### src/rtl/checksum_arbiter_pkg.sv
// Shared types and limits for the checksum calculator arbiter.
// The FSM encoding is fixed at 3 bits so that waveforms decode consistently.
package checksum_arbiter_pkg;

  typedef enum logic [2:0] {
    S_IDLE        = 3'd0,
    S_STREAM      = 3'd1,
    S_WAIT_RESULT = 3'd2,
    S_FLUSH       = 3'd3,
    S_DISCARD     = 3'd4,
    S_RELEASE     = 3'd5
  } state_type;

  localparam int DEFAULT_TIMEOUT_CYCLES = 1024;
  localparam int MAX_REQUESTERS         = 8;

endpackage

### src/rtl/round_robin_picker.sv
// Combinational round-robin choice: the lowest set request at or above rr_pointer_i,
// falling back to the lowest set request overall when nothing is set at or above it.
module round_robin_picker #(
  parameter int N     = 4,
  parameter int IDX_W = 2
) (
  input  logic [N-1:0]     request_i,
  input  logic [IDX_W-1:0] rr_pointer_i,
  output logic [N-1:0]     pick_o,
  output logic [IDX_W-1:0] index_o
);

  logic [N-1:0] masked;
  logic [N-1:0] src;

  always_comb begin
    masked = '0;
    for (int i = 0; i < N; i++) begin
      masked[i] = request_i[i] && (IDX_W'(i) >= rr_pointer_i);
    end
    src = (|masked) ? masked : request_i;

    // Scanning downwards leaves the lowest set bit as the winner.
    pick_o  = '0;
    index_o = '0;
    for (int i = N - 1; i >= 0; i--) begin
      if (src[i]) begin
        pick_o    = '0;
        pick_o[i] = 1'b1;
        index_o   = IDX_W'(i);
      end
    end
  end

endmodule

### src/rtl/checksum_arbiter.sv
// Round-robin owner of one byte-serial checksum calculator; bytes are forwarded with one register
// of latency, and a watchdog aborts owners that stall, flushing the calculator with a final zero byte.
module checksum_arbiter
  import checksum_arbiter_pkg::*;
#(
  parameter int NUM_REQUESTERS = 4,
  parameter int TIMEOUT_CYCLES = DEFAULT_TIMEOUT_CYCLES
) (
  input  logic                          clock,
  input  logic                          reset,
  input  logic [NUM_REQUESTERS-1:0]     request,
  output logic [NUM_REQUESTERS-1:0]     grant,
  input  logic [8*NUM_REQUESTERS-1:0]   req_data,
  input  logic [NUM_REQUESTERS-1:0]     req_data_enable,
  input  logic [NUM_REQUESTERS-1:0]     req_data_last,
  output logic [15:0]                   result,
  output logic [NUM_REQUESTERS-1:0]     result_valid,
  output logic [NUM_REQUESTERS-1:0]     result_error,
  output logic                          busy,
  output logic [7:0]                    calc_data,
  output logic                          calc_data_enable,
  output logic                          calc_data_last,
  input  logic [15:0]                   calc_result,
  input  logic                          calc_result_valid,
  input  logic                          calc_ready
);

  localparam int N     = NUM_REQUESTERS;
  localparam int IDX_W = $clog2(NUM_REQUESTERS);
  localparam int WD_W  = $clog2(TIMEOUT_CYCLES) + 1;
  localparam logic [WD_W-1:0] WD_LIMIT = WD_W'(TIMEOUT_CYCLES - 1);

  state_type         state_q, state_d;
  logic [N-1:0]      grant_q, grant_d;
  logic [IDX_W-1:0]  gidx_q, gidx_d;
  logic [IDX_W-1:0]  rr_ptr_q, rr_ptr_d;
  logic [WD_W-1:0]   wdog_q, wdog_d;
  logic [7:0]        calc_data_q, calc_data_d;
  logic              calc_en_q, calc_en_d;
  logic              calc_last_q, calc_last_d;
  logic [15:0]       result_q, result_d;
  logic [N-1:0]      res_vld_q, res_vld_d;
  logic [N-1:0]      res_err_q, res_err_d;

  logic [N-1:0]      pick;
  logic [IDX_W-1:0]  pick_idx;
  logic [7:0]        sel_dat;
  logic              sel_en;
  logic              sel_last;
  logic [WD_W-1:0]   wdog_inc;
  logic              wdog_expired;

  round_robin_picker #(
    .N     (N),
    .IDX_W (IDX_W)
  ) u_picker (
    .request_i    (request),
    .rr_pointer_i (rr_ptr_q),
    .pick_o       (pick),
    .index_o      (pick_idx)
  );

  // Only the owner's lane reaches the calculator; other clients' enables are invisible.
  always_comb begin
    sel_dat  = '0;
    sel_en   = 1'b0;
    sel_last = 1'b0;
    for (int i = 0; i < N; i++) begin
      if (grant_q[i]) begin
        sel_dat  = req_data[8*i +: 8];
        sel_en   = req_data_enable[i];
        sel_last = req_data_last[i];
      end
    end
  end

  always_comb begin
    state_d      = state_q;
    grant_d      = grant_q;
    gidx_d       = gidx_q;
    rr_ptr_d     = rr_ptr_q;
    wdog_d       = wdog_q;
    calc_data_d  = calc_data_q;
    calc_en_d    = 1'b0;
    calc_last_d  = 1'b0;
    result_d     = result_q;
    res_vld_d    = '0;
    res_err_d    = '0;
    wdog_inc     = (wdog_q == '1) ? wdog_q : wdog_q + WD_W'(1);
    wdog_expired = (wdog_q == WD_LIMIT);

    case (state_q)
      S_IDLE: begin
        if (calc_ready && (|request)) begin
          grant_d = pick;
          gidx_d  = pick_idx;
          wdog_d  = '0;
          state_d = S_STREAM;
        end
      end
      S_STREAM: begin
        if (sel_en) begin
          calc_data_d = sel_dat;
          calc_en_d   = 1'b1;
          calc_last_d = sel_last;
          wdog_d      = '0;
          if (sel_last) state_d = S_WAIT_RESULT;
        end else if (wdog_expired) begin
          state_d = S_FLUSH;
        end else begin
          wdog_d = wdog_inc;
        end
      end
      S_WAIT_RESULT: begin
        if (calc_result_valid) begin
          result_d  = calc_result;
          res_vld_d = grant_q;
          state_d   = S_RELEASE;
        end else if (wdog_expired) begin
          res_err_d = grant_q;
          state_d   = S_RELEASE;
        end else begin
          wdog_d = wdog_inc;
        end
      end
      S_FLUSH: begin
        // A terminating zero byte closes the half-finished message inside the calculator.
        calc_data_d = 8'h00;
        calc_en_d   = 1'b1;
        calc_last_d = 1'b1;
        state_d     = S_DISCARD;
      end
      S_DISCARD: begin
        if (calc_result_valid) begin
          res_err_d = grant_q;
          state_d   = S_RELEASE;
        end
      end
      S_RELEASE: begin
        grant_d  = '0;
        rr_ptr_d = (gidx_q == IDX_W'(N - 1)) ? '0 : gidx_q + IDX_W'(1);
        state_d  = S_IDLE;
      end
      default: state_d = S_IDLE;
    endcase
  end

  always_ff @(posedge clock or posedge reset) begin
    if (reset) begin
      state_q     <= S_IDLE;
      grant_q     <= '0;
      gidx_q      <= '0;
      rr_ptr_q    <= '0;
      wdog_q      <= '0;
      calc_data_q <= '0;
      calc_en_q   <= 1'b0;
      calc_last_q <= 1'b0;
      result_q    <= '0;
      res_vld_q   <= '0;
      res_err_q   <= '0;
    end else begin
      state_q     <= state_d;
      grant_q     <= grant_d;
      gidx_q      <= gidx_d;
      rr_ptr_q    <= rr_ptr_d;
      wdog_q      <= wdog_d;
      calc_data_q <= calc_data_d;
      calc_en_q   <= calc_en_d;
      calc_last_q <= calc_last_d;
      result_q    <= result_d;
      res_vld_q   <= res_vld_d;
      res_err_q   <= res_err_d;
    end
  end

  assign grant            = grant_q;
  assign result           = result_q;
  assign result_valid     = res_vld_q;
  assign result_error     = res_err_q;
  assign busy             = (state_q != S_IDLE);
  assign calc_data        = calc_data_q;
  assign calc_data_enable = calc_en_q;
  assign calc_data_last   = calc_last_q;

endmodule

### config.mk
export PLATFORM = sky130hd
export DESIGN_NAME = checksum_arbiter
export DESIGN_NICKNAME = d
export VERILOG_FILES = /design/src/rtl/checksum_arbiter_pkg.sv /design/src/rtl/round_robin_picker.sv /design/src/rtl/checksum_arbiter.sv
export SDC_FILE = /design/constraint.sdc
export NUM_CORES = 1
export LEC_CHECK = 0
export CAP_MARGIN = 0
export CORE_MARGIN = 10
export CORE_UTILIZATION = 46
export DETAILED_ROUTE_END_ITERATION = 12
export HOLD_SLACK_MARGIN = 0.08
export PLACE_DENSITY = 0.81
export SYNTH_ARGS = -nofsm -noshare
export SYNTH_HDL_FRONTEND = slang
export SYNTH_SLANG_ARGS = --single-unit
### constraint.sdc
create_clock -name clock -period 2.1 [get_ports clock]
set_input_delay 0.63 -clock clock [delete_from_list [all_inputs] [get_ports clock]]
set_output_delay 0.63 -clock clock [all_outputs]
set_load 0.03 [all_outputs]
==> results of run 1 <==
-- cell families after synthesis --
kind of cell	count (synthesis)	synth area share
DFF	56	0.471
and+or+nand+nor	89	0.166
AOI/OAI and AO/OA	80	0.189
adders and majority gates	2	0.00840
muxes	28	0.102
buffers and inverters	23	0.0651
-- Yosys cell counts, drive strengths merged, types with 3 or more instances --
library cell / n / area share
nor2b: 14 / 0.029
and3: 3 / 0.0067
nand2: 26 / 0.033
a22oi: 4 / 0.012
a21oi: 25 / 0.043
o21ai: 14 / 0.024
nand3: 4 / 0.0067
a221oi: 8 / 0.024
o21bai: 3 / 0.0088
nor3: 11 / 0.018
inv: 8 / 0.010
clkbuf: 9 / 0.032
dfrtp: 56 / 0.47
and2: 8 / 0.017
mux2: 18 / 0.068
nor2: 9 / 0.011
buf: 5 / 0.013
mux2i: 10 / 0.034
a31oi: 5 / 0.011
-- cells in the final DEF (no fill, tap or decap), types with 2 or more instances in the layout --
cell type        count
a21oi_1             24
a221oi_1             8
a22oi_1              3
a31oi_1              5
a32o_1               2
a32oi_1              2
and2_1               8
and3_1               2
buf_4               28
clkbuf_8             5
clkdlybuf4s50_1     97
dfrtp_1             55
ha_1                 2
inv_1                7
mux2_2              17
mux2i_1             10
nand2_1             26
nand2b_1             2
nand3_1              4
nor2_1               9
nor2b_1             14
nor3_1              11
o21ai_0              9
o21ai_1              5
o21bai_1             2
o31ai_1              2
or2_2                2
-- power by group through the flow --
stage          logic (W)  clock network (W)  registers [W]
6_report         0.00329           0.000737        0.00175
3_5_place_dp     0.00330                  0        0.00176
5_1_grt          0.00355           0.000789        0.00181
3_3_place_gp     0.00324                  0        0.00174
2_1_floorplan    0.00162                  0        0.00229
4_1_cts          0.00331           0.000753        0.00174
-- flip-flops by register name (all words and copies together) (netlist names) --
name and flops:
calc_data_last 1, calc_data 8, state_q 3, result_error 4, result_valid 4, grant 4
gidx_q 2, result 16, rr_ptr_q 2, wdog_q 11, calc_data_enable 1
-- per-layer routing --
layer | vias up | part of all wire | global-route usage
met5 | - | 0 | 0
met4 | 0 | 0.015 | 0.0402
met3 | 13 | 0.063 | 0.0405
met2 | 87 | 0.51 | 0.284
met1 | 1284 | 0.41 | 0.187
li1 | 1256 | - | -
-- metrics by stage --
stage | cells | utilization
floorplan | 278 | -
global placement | 468 | 0.655
detailed placement | 468 | 0.655
CTS | 476 | 0.674
global route | 476 | 0.674
finish | 476 | 0.674
-- worst paths after layout --
check                              from              end  slack (ns)  depth (start not counted)
max                        calc_data[4]     calc_data[4]        0.06                          1
min reg2reg                  result[15]       result[15]        0.49                          1
max reg2reg                   wdog_q[4]  result_error[2]        0.28                          5
min                          result[15]       result[15]        0.49                          1
min in group asynchronous         reset        result[2]        0.66                          3
max in group asynchronous         reset         grant[3]        1.17                          3
-- final cells by class --
class | instances | area share
inverters | 8 | 0.00706
clock buffers | 5 | 0.0162
flip-flops and latches | 56 | 0.330
repair buffers | 128 | 0.286
multi-input cells | 199 | 0.328
well taps | 77 | 0.0226
clock inverters | 3 | 0.0109
-- timing repair --
action                                  in CTS  in global routing
resized for setup                            4                  5
pin swaps                                    0                  0
endpoints found under the setup margin       2                  5
==> impl_results.md, run 1 <==
* Antenna-violating nets left at 0
* # rows at 29
* Routed via count at 2640
* Worst setup SP type: flip-flop
* CTS root buf: clkbuf_8
* Total track usage at 0.160
* Syn Area/Cell at 10.7 µm²
* Syn Inst Count at 278
* Setup TNS Final at 0 ns
* Slowest cell delay on critical path at 0.70 ns
* Setup ws final at 0.0561 ns
* Hold Path Class: flip-flop to flip-flop
* Vias per cell at 5.55
* Final Setup Violations at 0
* DRC Markers at 0
* Comb pwr share at 0.570
* Initial core utilization at 0.472
* RSZ-0062 raised after global routing: no
* Pwr dens at 1360 nW/µm²
* Core area at 6310 µm²
* Fin. max-slew vios at 0
* Design area at 4250 µm²
* Hold slack at 0.494 ns
* Clock transition at the registers of the reported paths at 0.10 ns
* Iter 0 DRT Violations at 133
* DIE WIDTH at 100 µm
* CTS tree: done
* DIE AREA at 10100 µm²
* Yosys Warn Count at 0
* Max-cap violations at 0
* Clock sinks at 56
* Die Y at 100 µm
* Footprint of the multi-input gates at 1400 µm²
* Gpl congestion at 0.801
* P_leak at 1.80 nW
* VDD IR max at 0.872 mV
* Synth-to-layout area growth at 42.9%
* Net Sw Frac at 0.426
* Final wirelength at 8360 µm
* Crit path required time at 1.47 ns
* Max Buffers Root-to-Sink at 2
* Setup Slack @ Placement at -0.250 ns
* CP max-delay cell: clkdlybuf4s50_1
* Seq/Total Area, Yosys at 0.471
* Pwr Total at 0.00577 W
* Least-Margin Pin Slew at 0.352 ns
* First-pass GRT wire length at 13300 µm
* Sequential power share at 0.303
* Period Utilization, post-route at 0.973
* Pre-Repair DR Iteration Count at 4
* Port bufs at 102
* Clock power share at 0.128
* Register bit count reported by yosys at 56
* Largest net degree at the start of global routing at 57
* Synth async-reset ratio at 1.00
* Hold bufs inserted after CTS at 0
* FILL cells at 491
* FMAX at 0.489 GHz
* Netlist Area Pre-Place at 2980 µm²
* Data arrival, critical path at 1.41 ns
* Avg WL per Cell at 17.6 µm
* Layout cells sized above 1 at 0.178
* Register area at 1400 µm²
* Num CTS Buffers at 5
* Postcts setup bufs at 0
* Number of library cell types mapped by synthesis at 59
* Antenna diode count at 0
* Synth Net Count at 344
* Vias in the first global route at 2630
* Nets at 464
* I/O pin total at 103
* WP buf/inv at 1
* Congestion Overflow GR at 0
* Switch Pwr at 0.00246 W
* Hold Violations, Final at 0
* Clk_skew at 0.0101 ns
* Hpwl dp at 6330 µm
* Worst Path Max Fanout at 2
* Crit. End Element: primary output
* Max-slew headroom at 0.765
* EDFF count, synth at 0
* Crit-path cells: clkdlybuf4s50_1
* Pint at 0.00331 W
* Clk Latency, worst-skew pair at 0.32 ns
* Critical path type: flip-flop to primary output
* H-tree levels at 2
* Status: complete, no violations
* CP top delay family: buffers and inverters
* Initial antenna violation count at 0
* Area after DPL at 4140 µm²
* Final min period at 2.04 ns
* Synth Flop Type: dfrtp_1
Power figures use the tool's default switching activity.
==> inputs of run 2 (changes only) <==
--- a/config.mk
+++ b/config.mk
@@ -7,10 +7,10 @@
 export LEC_CHECK = 0
 export CAP_MARGIN = 0
 export CORE_MARGIN = 10
-export CORE_UTILIZATION = 46
+export CORE_UTILIZATION = 43
 export DETAILED_ROUTE_END_ITERATION = 12
 export HOLD_SLACK_MARGIN = 0.08
-export PLACE_DENSITY = 0.81
+export PLACE_DENSITY = 0.77
 export SYNTH_ARGS = -nofsm -noshare
 export SYNTH_HDL_FRONTEND = slang
 export SYNTH_SLANG_ARGS = --single-unit
==> impl_results.md, run 2 (synthesis results as in run 1) <==
* Final Core Density at 0.631 (was 0.674)
* Layout cells sized above 1 at 0.187 (was 0.178)
* DRC Markers at 0 (unchanged)
* Net Sw Frac at 0.431 (was 0.426)
* I/O pin total at 103 (unchanged)
* Met2 global-route usage at 0.253 (was 0.284)
* Port bufs at 102 (unchanged)
* Least-Margin Pin Slew at 0.422 ns (was 0.352 ns)
* Met3 Use GR at 0.0525 (was 0.0405)
* Hold slack at 0.501 ns (was 0.494 ns)
* # rows at 30 (was 29)
* First-pass GRT wire length at 13300 µm (about the same)
* Core area at 6760 µm² (was 6310 µm²)
* Final wirelength at 8120 µm (was 8360 µm)
* Hold Path Class: flip-flop to flip-flop (unchanged)
* Finished Layout Cells at 481 (was 476)
* Period Utilization, post-route at 0.969 (was 0.973)
* Slowest cell delay on critical path at 0.47 ns (was 0.70 ns)
* VDD IR max at 0.769 mV (was 0.872 mV)
* Reg2Reg Depth at 7 (was 5)
* Synth-to-layout area growth at 43.3% (was 42.9%)
* Clock sinks at 56 (unchanged)
* Nets at 466 (was 464)
* Gpl congestion at 0.827 (was 0.801)
* Most frequent cells in the layout: clkdlybuf4s50_1 (96), dfrtp_1 (55), buf_4 (30), nand2_1 (26), a21oi_1 (22) (was clkdlybuf4s50_1 (97), dfrtp_1 (55), buf_4 (28), nand2_1 (26), a21oi_1 (24))
* Most common cell after layout, fill and taps aside: clkdlybuf4s50_1 (unchanged)
* Vias in the first global route at 2657 (was 2630)
* H-tree levels at 2 (unchanged)
* Worst setup SP type: flip-flop (unchanged)
* Clk_skew at 0.00481 ns (was 0.0101 ns)
* Vias per cell at 5.38 (was 5.55)
* Max reg flops at 16 (unchanged)
* Crit path required time at 1.47 ns (about the same)
* Crit-path cells: or3_1, buf_4 (was clkdlybuf4s50_1)
* Setup Slack @ Placement at -0.311 ns (was -0.250 ns)
* Clock power share at 0.107 (was 0.128)
* Switch Pwr at 0.00243 W (was 0.00246 W)
* Clock transition at the registers of the reported paths at 0.10 ns (about the same)
* Hpwl dp at 6200 µm (was 6330 µm)
* Congestion Overflow GR at 0 (unchanged)
* RSZ-0062 raised after global routing: yes (was no)
* Placed Cells at 470 (was 468)
* Critical path type: flip-flop to primary output (unchanged)
* Max-cap violations at 0 (unchanged)
* Num CTS Buffers at 5 (unchanged)
* Grt peak-use layer: met2 (unchanged)
* Iter 0 DRT Violations at 99 (was 133)
* Pre-Repair DR Iteration Count at 4 (unchanged)
* CTS tree: done (unchanged)
* Setup ws final at 0.0653 ns (was 0.0561 ns)
* Worst r2r src: state_q[1] (was wdog_q[4])
* Antenna-violating nets left at 0 (unchanged)
* Fin. max-slew vios at 0 (unchanged)
* Avg WL per Cell at 16.9 µm (was 17.6 µm)
* Hold Violations, Final at 0 (unchanged)
* Hold endpoint: result[15] (unchanged)
* Largest net degree at the start of global routing at 57 (unchanged)
* Worst Path Max Fanout at 7 (was 2)
* Reg2Reg Setup Slack at 0.27 ns (was 0.28 ns)
* Routed via count at 2590 (was 2640)
* R2R Path End: wdog_q[5] (was result_error[2])
* Crit. End Element: primary output (unchanged)
* DIE WIDTH at 103 µm (was 100 µm)
* Max-slew headroom at 0.718 (was 0.765)
* Sequential power share at 0.314 (was 0.303)
* CTS root buf: clkbuf_8 (unchanged)
* Die Y at 103 µm (was 100 µm)
* FMAX at 0.491 GHz (was 0.489 GHz)
* P_leak at 1.82 nW (was 1.80 nW)
* Status: complete, no violations (unchanged)
* Pint at 0.00321 W (was 0.00331 W)
* DIE AREA at 10700 µm² (was 10100 µm²)
* Data arrival, critical path at 1.40 ns (was 1.41 ns)
* Hold_sp: result[15] (unchanged)
* CP max-delay cell: dfrtp_1 (was clkdlybuf4s50_1)
* Initial antenna violation count at 0 (unchanged)
* Final min period at 2.03 ns (was 2.04 ns)
* Global Route met1 Usage at 0.195 (was 0.187)
* Max Buffers Root-to-Sink at 2 (unchanged)
* Total track usage at 0.154 (was 0.160)
* Antenna diode count at 0 (unchanged)
* Hold Path Depth at 1 (unchanged)
* Initial core utilization at 0.441 (was 0.472)
* Pwr dens at 1320 nW/µm² (was 1360 nW/µm²)
* Clk Latency, worst-skew pair at 0.31 ns (was 0.32 ns)
* Setup TNS Final at 0 ns (unchanged)
* Comb pwr share at 0.579 (was 0.570)
* Final Setup Violations at 0 (unchanged)
* FILL cells at 564 (was 491)
[run 2: changes by cell type in the layout (fill, tap and decap cells not counted), sizes merged]
cell           change
clkinv             +2
dlymetal6s2s       +2
buf                +1
bufinv             -1
clkdlybuf4s50      -1
clkinvlp           -1
[run 2: worst max path at each step]
stage,end,cells after the start,slack (ns),startpoint
after floorplan,calc_data[0],1,0.1,reset
after global placement,wdog_q[8],6,-0.31,request[2]
after detailed placement,wdog_q[8],6,-0.31,request[2]
after CTS,wdog_q[8],6,0.005,request[2]
after global routing,wdog_q[6],7,-0.01,calc_result_valid
final,busy,2,0.07,state_q[0]
[run 2: metal layers]
layer / vias up / routed length [µm]
met5: - / 0
met4: 0 / 56
met3: 5 / 844
met2: 84 / 3740
met1: 1243 / 3470
li1: 1258 / -
[run 2: timing repair]
item                       in CTS  in global routing
hold buffers                    0                  0
setup endpoints to repair       1                 13
setup buffers                   0                  3
pin swaps                       0                  1
resized for setup               1                  7
[run 2: cell type report]
| class | count | area [µm²] | area share |
|---|---|---|---|
| Sequential cell | 56 | 1400 | 0.329 |
| Tap cell | 80 | 100 | 0.0235 |
| Clock inverter | 3 | 22.5 | 0.00528 |
| Clock buffer | 5 | 68.8 | 0.0161 |
| Multi-Input combinational cell | 199 | 1400 | 0.329 |
| Inverter | 8 | 30.0 | 0.00704 |
| Timing Repair Buffer | 130 | 1240 | 0.291 |
[run 2: per-stage QoR]
stage	area [µm²]	total power, W
5_1_grt	4270	0.00607
4_1_cts	4220	0.00565
3_3_place_gp	4130	0.00496
6_report	4270	0.00565
3_5_place_dp	4130	0.00504
2_1_floorplan	2980	0.00391
[run 2: worst max-delay path: cells and delay by family, from the launching register on]
kind | cells | cell delay, ns
DFF | 1 | 0.47
and+or+nand+nor | 1 | 0.44
buffers and inverters | 1 | 0.19
[run 2: power by group through the flow]
stage	clock [W]	sequential (W)	combinational (W)
floorplan	0	0.00229	0.00162
global placement	0	0.00179	0.00317
detailed placement	0	0.00181	0.00323
CTS	0.000625	0.00179	0.00324
global route	0.000674	0.00185	0.00355
finish	0.000603	0.00177	0.00327
==> inputs of run 3 (changes only) <==
--- a/config.mk
+++ b/config.mk
@@ -7,10 +7,10 @@
 export LEC_CHECK = 0
 export CAP_MARGIN = 0
 export CORE_MARGIN = 10
-export CORE_UTILIZATION = 43
+export CORE_UTILIZATION = 46
 export DETAILED_ROUTE_END_ITERATION = 12
 export HOLD_SLACK_MARGIN = 0.08
-export PLACE_DENSITY = 0.77
+export PLACE_DENSITY = 0.81
 export SYNTH_ARGS = -nofsm -noshare
 export SYNTH_HDL_FRONTEND = slang
 export SYNTH_SLANG_ARGS = --single-unit
==> results of run 3 <==
The final DEF is identical to that of run 1; final timing and power are the same.
